--- src/rtl/stall_data_mem.sv ---
// ----------------------------------------------------------------------------
// stall_data_mem
//   Multi-cycle data-memory responder for the processor load/store port.
//   It accepts one read or write at a time and raises Stall while it is busy.
//   It pulses Done, with the read data, LATENCY cycles after accepting a request.
//
// Parameters
//   MEM_AW   word-address width; the array holds 2**MEM_AW x 16-bit words (<= 14)
//   LATENCY  number of cycles from request acceptance to the Done pulse (1..15)
//
// Ports
//   clk      rising-edge system clock
//   rst      synchronous reset, active-high
//   Rd, Wr   request strobes; the initiator holds them until Done
//   Addr     byte address; the word index is Addr[MEM_AW:1]
//   DataIn   write data
//   DataOut  read data; valid only while Done=1, otherwise 0
//   Stall    busy indication (combinational)
//   Done     one-cycle completion pulse
//   err      one-cycle protocol-error pulse
//
// Configuration
//   STALL_MEM_ALIGN_CHECK_EN  when defined, a request with Addr[0]=1 is rejected
//                             with err. When it is not defined, Addr[0] is ignored.
// ----------------------------------------------------------------------------
module stall_data_mem #(
    parameter int MEM_AW  = 8,
    parameter int LATENCY = 4
) (
    input  logic        clk,
    input  logic        rst,
    input  logic        Rd,
    input  logic        Wr,
    input  logic [15:0] Addr,
    input  logic [15:0] DataIn,
    output logic [15:0] DataOut,
    output logic        Stall,
    output logic        Done,
    output logic        err
);

    typedef enum logic [1:0] {
        IDLE = 2'd0,
        BUSY = 2'd1,
        DONE = 2'd2
    } state_t;

    state_t              state;
    logic [3:0]          count;
    logic                op_wr;
    logic [MEM_AW-1:0]   idx_q;
    logic [15:0]         data_q;
    logic [15:0]         mem [0:(1<<MEM_AW)-1];

    logic [MEM_AW-1:0]   req_idx;
    logic                req_valid;
    logic                req_err;
    logic                unused_addr;

    // Upper address bits are dropped, so addresses wrap modulo the array size.
    assign req_idx     = Addr[MEM_AW:1];
    assign unused_addr = ^{Addr[15:MEM_AW+1], Addr[0]};

`ifdef STALL_MEM_ALIGN_CHECK_EN
    assign req_valid = (Rd ^ Wr) & ~Addr[0];
    assign req_err   = (Rd & Wr) | ((Rd | Wr) & Addr[0]);
`else
    assign req_valid = Rd ^ Wr;
    assign req_err   = Rd & Wr;
`endif

    // Stall is raised in the accepting cycle itself, so the initiator
    // freezes without waiting a cycle. Stall is low in the DONE cycle.
    assign Stall = (state == BUSY) | ((state == IDLE) & req_valid);

    // NOTE: sequential state uses non-blocking assignments only, so every flop
    // samples the values that were present before the edge.
    always_ff @(posedge clk) begin
        if (rst) begin
            state   <= IDLE;
            count   <= '0;
            op_wr   <= 1'b0;
            idx_q   <= '0;
            data_q  <= '0;
            DataOut <= '0;
            Done    <= 1'b0;
            err     <= 1'b0;
        end else begin
            Done    <= 1'b0;
            err     <= 1'b0;
            DataOut <= '0;
            case (state)
                IDLE: begin
                    if (req_valid) begin
                        op_wr  <= Wr;
                        idx_q  <= req_idx;
                        data_q <= DataIn;
                        count  <= 4'(LATENCY - 1);
                        if (LATENCY == 1) begin
                            state   <= DONE;
                            Done    <= 1'b1;
                            DataOut <= Wr ? 16'h0000 : mem[req_idx];
                        end else begin
                            state <= BUSY;
                        end
                    end else if (req_err) begin
                        err <= 1'b1;
                    end
                end
                BUSY: begin
                    // Only the latched copies of the request are used here.
                    count <= count - 4'd1;
                    if (count == 4'd1) begin
                        state   <= DONE;
                        Done    <= 1'b1;
                        DataOut <= op_wr ? 16'h0000 : mem[idx_q];
                    end
                end
                DONE: begin
                    // The initiator still shows the finished request, so it is ignored.
                    state <= IDLE;
                end
                default: state <= IDLE;
            endcase
        end
    end

    // NOTE: the storage array has no reset. Clearing it would cost a full
    // write sweep, and its contents are allowed to survive rst.
    // A write commits at the end of its DONE cycle unless reset aborts it.
    always_ff @(posedge clk) begin
        if (!rst && (state == DONE) && op_wr) begin
            mem[idx_q] <= data_q;
        end
    end

endmodule

--- config.mk ---
export PLATFORM = sky130hd
export DESIGN_NAME = stall_data_mem
export DESIGN_NICKNAME = d
export VERILOG_FILES = /design/src/rtl/stall_data_mem.sv
export SDC_FILE = /design/constraint.sdc
export NUM_CORES = 2
export LEC_CHECK = 0
export BUFFER_PORTS_ARGS = -buffer_cell sky130_fd_sc_hd__buf_4
export CAP_MARGIN = 20
export CORE_MARGIN = 2
export CORE_UTILIZATION = 30
export CTS_CLUSTER_DIAMETER = 60
export DETAILED_ROUTE_END_ITERATION = 10
export SYNTH_ARGS = -nofsm -noshare
export SYNTH_HDL_FRONTEND = slang
export SYNTH_SLANG_ARGS = --single-unit
--- constraint.sdc ---
create_clock -name clk -period 13.2 [get_ports clk]
set_clock_uncertainty 0.1 [all_clocks]
set_input_delay 1.32 -clock clk [delete_from_list [all_inputs] [get_ports clk]]
set_output_delay 1.32 -clock clk [all_outputs]
set_load 0.01 [all_outputs]
==> impl_metrics.env <==
export IMPL_synthesis_nets=7305
export IMPL_maxClockFrequency_mhz=158
export IMPL_global_route_usage_total_pct=14.9
export IMPL_initial_utilization_pct=30.1
export IMPL_drt_pre_antenna_iters=5
export IMPL_start_kind="flip-flop"
export IMPL_cell_types_occupying_the_most_area_after_synthesis="sky130_fd_sc_hd__edfxtp_1 78%, sky130_fd_sc_hd__mux4_2 13%, sky130_fd_sc_hd__mux2i_1 2.2%, sky130_fd_sc_hd__a22oi_1 0.90%, sky130_fd_sc_hd__nor2_1 0.70%"
export IMPL_detailroute_via_count=76815
export IMPL_layout_drive_gt1_share_pct=25.5
export IMPL_hold_buffers=0
export IMPL_post_synth_mux_area_share_pct=15.2
export IMPL_grt_overflow_total=0
export IMPL_fillers=47994
export IMPL_layout_area_overhead_vs_synth_pct=15.0
export IMPL_crit_reg2reg_launch="idx_q[1]"
export IMPL_power_per_cell_area_nw_per_um2=154
export IMPL_holdCritPathClass="reg -> reg"
export IMPL_num_nets_final=7694
export IMPL_compound_gate_fraction_of_synth_area_pct=3.01
export IMPL_grt_pass1_vias=76473
export IMPL_drt_vias_per_instance=5.13
export IMPL_postCtsResizedCells=0
export IMPL_antenna_violating_nets_post_route=0
export IMPL_finalWorstPathRequiredPeriod_ns=6.33
export IMPL_max_clock_path_buffers=4
export IMPL_postSynthCellCount=7266
export IMPL_synth_seq_cells=4145
export IMPL_boundaryPins=55
export IMPL_drv_cap=0
export IMPL_place_gp_congestion=0.854
export IMPL_worstPathArrival_ns=7.04
export IMPL_critPathRequiredTime_ns=13.92
export IMPL_worst_hold_startpoint="count[0]"
export IMPL_number_of_cts_inserted_buffers=407
export IMPL_worst_ir_drop_vdd_mv=0.124
export IMPL_slew_violations=0
export IMPL_num_rows=266
export IMPL_ctsHtreeMaxLevel=5
export IMPL_dp_hpwl_um=239000
export IMPL_synth_adder_area_share_pct=0.0237
export IMPL_synth_largest_area_cell="sky130_fd_sc_hd__edfxtp_1"
export IMPL_hold_worst_slack_ns=0.437
export IMPL_synth_enable_flop_cells=4096
export IMPL_finalHoldViolations=0
export IMPL_buffer_ports_inserted=46
export IMPL_die_x_um=731
export IMPL_wire_per_inst_um=27.4
export IMPL_cts_tree="done"
export IMPL_first_pass_grt_wire_length_um=576000
export IMPL_root_buffer="sky130_fd_sc_hd__clkbuf_16"
export IMPL_finalCritPeriodShare_pct=47.9
export IMPL_coreArea_sq_um=526000
export IMPL_layout_common_cells="4096 x sky130_fd_sc_hd__edfxtp_1, 903 x sky130_fd_sc_hd__mux4_2, 417 x sky130_fd_sc_hd__clkbuf_16"
export IMPL_synthFlopType="sky130_fd_sc_hd__edfxtp_1"
export IMPL_synth_warnings=0
export IMPL_postCtsSetupRepairBufs=0
export IMPL_worstSetupStartpoint="idx_q[1]"
export IMPL_slew_headroom_pct=4.14
export IMPL_synth_area_in_xor_xnor_pct=0
export IMPL_type_of_the_setup_path_with_the_least_slack="reg -> reg"
export IMPL_drt_initial_drc_count=10033
export IMPL_layout_commonest_cell="sky130_fd_sc_hd__edfxtp_1"
export IMPL_area_enclosed_by_the_die_boundary_sq_um=534000
export IMPL_die_height_um=731
export IMPL_area_share_of_and_or_nand_nor_cells_after_synthesis_pct=2.18
export IMPL_final_layout_setup_total_negative_slack_ns=0
export IMPL_remaining_drc_errors=0
export IMPL_end_kind="flip-flop"
export IMPL_main_combinational_cell_family_by_area_after_synthesis="multiplexers"
export IMPL_synth_sequential_area_ratio_pct=78.3
export IMPL_outcome="complete, no violations"
export IMPL_post_synthesis_area_per_instance_sq_um=21.8
export IMPL_timing_critical_path_fanout_max=121
export IMPL_synth_top_area_share_pct=77.6
export IMPL_rsz0062_at_grt="no"
export IMPL_synth_distinct_cells=64
export IMPL_antenna_violations_before_repair=26
export IMPL_power_leakage_uw=0.0565
export IMPL_drt_total_wl_um=410000
export IMPL_worst_skew_pair_late_latency_ns=1.01
export IMPL_clock_sink_count=4145
export IMPL_tightestPinTransition_ns=1.42
export IMPL_grt_start_max_net_pins=207
export IMPL_setup_viol=0
export IMPL_clk_transition_reported_paths_ns=0.06
export IMPL_syn_cell_area_sq_um=158000
export IMPL_postSynth_asyncResetShare_pct=0
-- kinds of logic (layout without fill, tap and decap cells) --
family | after synthesis | count (layout)
AND/OR/NAND/NOR | 708 | 708
flip-flops | 4145 | 4145
multiplexers | 1269 | 1269
other | 0 | 10
AO/OA/AOI/OAI | 681 | 681
buffers and inverters | 460 | 1190
adder cells (fa/ha/maj) | 3 | 3
-- cells in the mapped netlist, types with 19 or more instances --
master and n:
sky130_fd_sc_hd__edfxtp_1 4096, sky130_fd_sc_hd__mux4_2 903, sky130_fd_sc_hd__mux2i_1 344, sky130_fd_sc_hd__nor2_1 296
sky130_fd_sc_hd__clkbuf_1 213, sky130_fd_sc_hd__a22oi_1 190, sky130_fd_sc_hd__buf_2 160, sky130_fd_sc_hd__a21oi_1 137
sky130_fd_sc_hd__nand3_1 110, sky130_fd_sc_hd__o22ai_1 98, sky130_fd_sc_hd__nand2_1 86, sky130_fd_sc_hd__dfxtp_1 49
sky130_fd_sc_hd__a221oi_1 48, sky130_fd_sc_hd__nor3_1 43, sky130_fd_sc_hd__nor2b_1 40, sky130_fd_sc_hd__buf_1 35
sky130_fd_sc_hd__a31oi_1 33, sky130_fd_sc_hd__o221ai_1 33, sky130_fd_sc_hd__a211oi_1 31, sky130_fd_sc_hd__buf_4 24
sky130_fd_sc_hd__mux2_2 22, sky130_fd_sc_hd__buf_6 20, sky130_fd_sc_hd__and3_1 19
-- per-stage QoR --
stage	util (%)	setup slack [ns]	total power (uW)	instance area (sq um)	std cells
6_report	34.7	6.87	28100	182000	14974
5_1_grt	34.7	6.88	28900	182000	14965
4_1_cts	34.6	7.02	28300	182000	14951
3_5_place_dp	32.1	7.04	16800	169000	14201
3_3_place_gp	32.1	7.14	16800	169000	14197
2_1_floorplan	-	8.85	16200	158000	7266
-- power by group --
group          internal (uW)  switching [uW]  leakage [uW]  total [uW]
combinational            632            1210        0.0106        1840
sequential             14600            93.0        0.0394       14700
clock                   6550            5010       0.00648       11600
-- critical path: stages, from the launching register on --
cell,delay (ns)
sky130_fd_sc_hd__dfxtp_4,0.96
sky130_fd_sc_hd__buf_12,0.64
sky130_fd_sc_hd__buf_4,0.69
sky130_fd_sc_hd__buf_4,0.85
sky130_fd_sc_hd__mux4_2,0.41
sky130_fd_sc_hd__nand3_1,0.13
sky130_fd_sc_hd__and4_1,0.31
sky130_fd_sc_hd__o2111ai_1,0.40
sky130_fd_sc_hd__nor3_1,1.19
sky130_fd_sc_hd__o221ai_1,0.27
-- area by class of cell --
cell class / count / area (sq um) / area share, %
Clock inverter: 261 / 2620 / 1.44
Antenna cell: 10 / 25.0 / 0.0137
Tap cell: 6968 / 8720 / 4.78
Timing Repair Buffer: 432 / 3520 / 1.93
Inverter: 8 / 32.5 / 0.0178
Sequential cell: 4145 / 124000 / 68.1
Clock buffer: 489 / 10700 / 5.86
Multi-Input combinational cell: 2661 / 32600 / 17.9
-- registers in the layout (all words and copies together) (netlist names) --
signal / flops
DataOut: 16
Done: 1
count: 4
data_q: 16
err: 1
idx_q: 8
mem: 4096
op_wr: 1
state: 2
-- final timing paths --
kind,slack [ns],cells after the start,end
hold reg to reg,0.44,1,count[0]
setup / recovery,6.87,9,DataOut[0]
hold / removal,0.44,1,count[0]
setup reg to reg,6.87,9,DataOut[0]
-- metal layers --
metal  vias up  track usage, %  routed length (um)
li1      31626               -                   -
met1     40974            20.4              165000
met2      3584            23.2              190000
met3       623            3.71               41000
met4         8            4.94               13800
met5         -           0.315                 437
No activity file was read; power rests on OpenSTA's default activity.
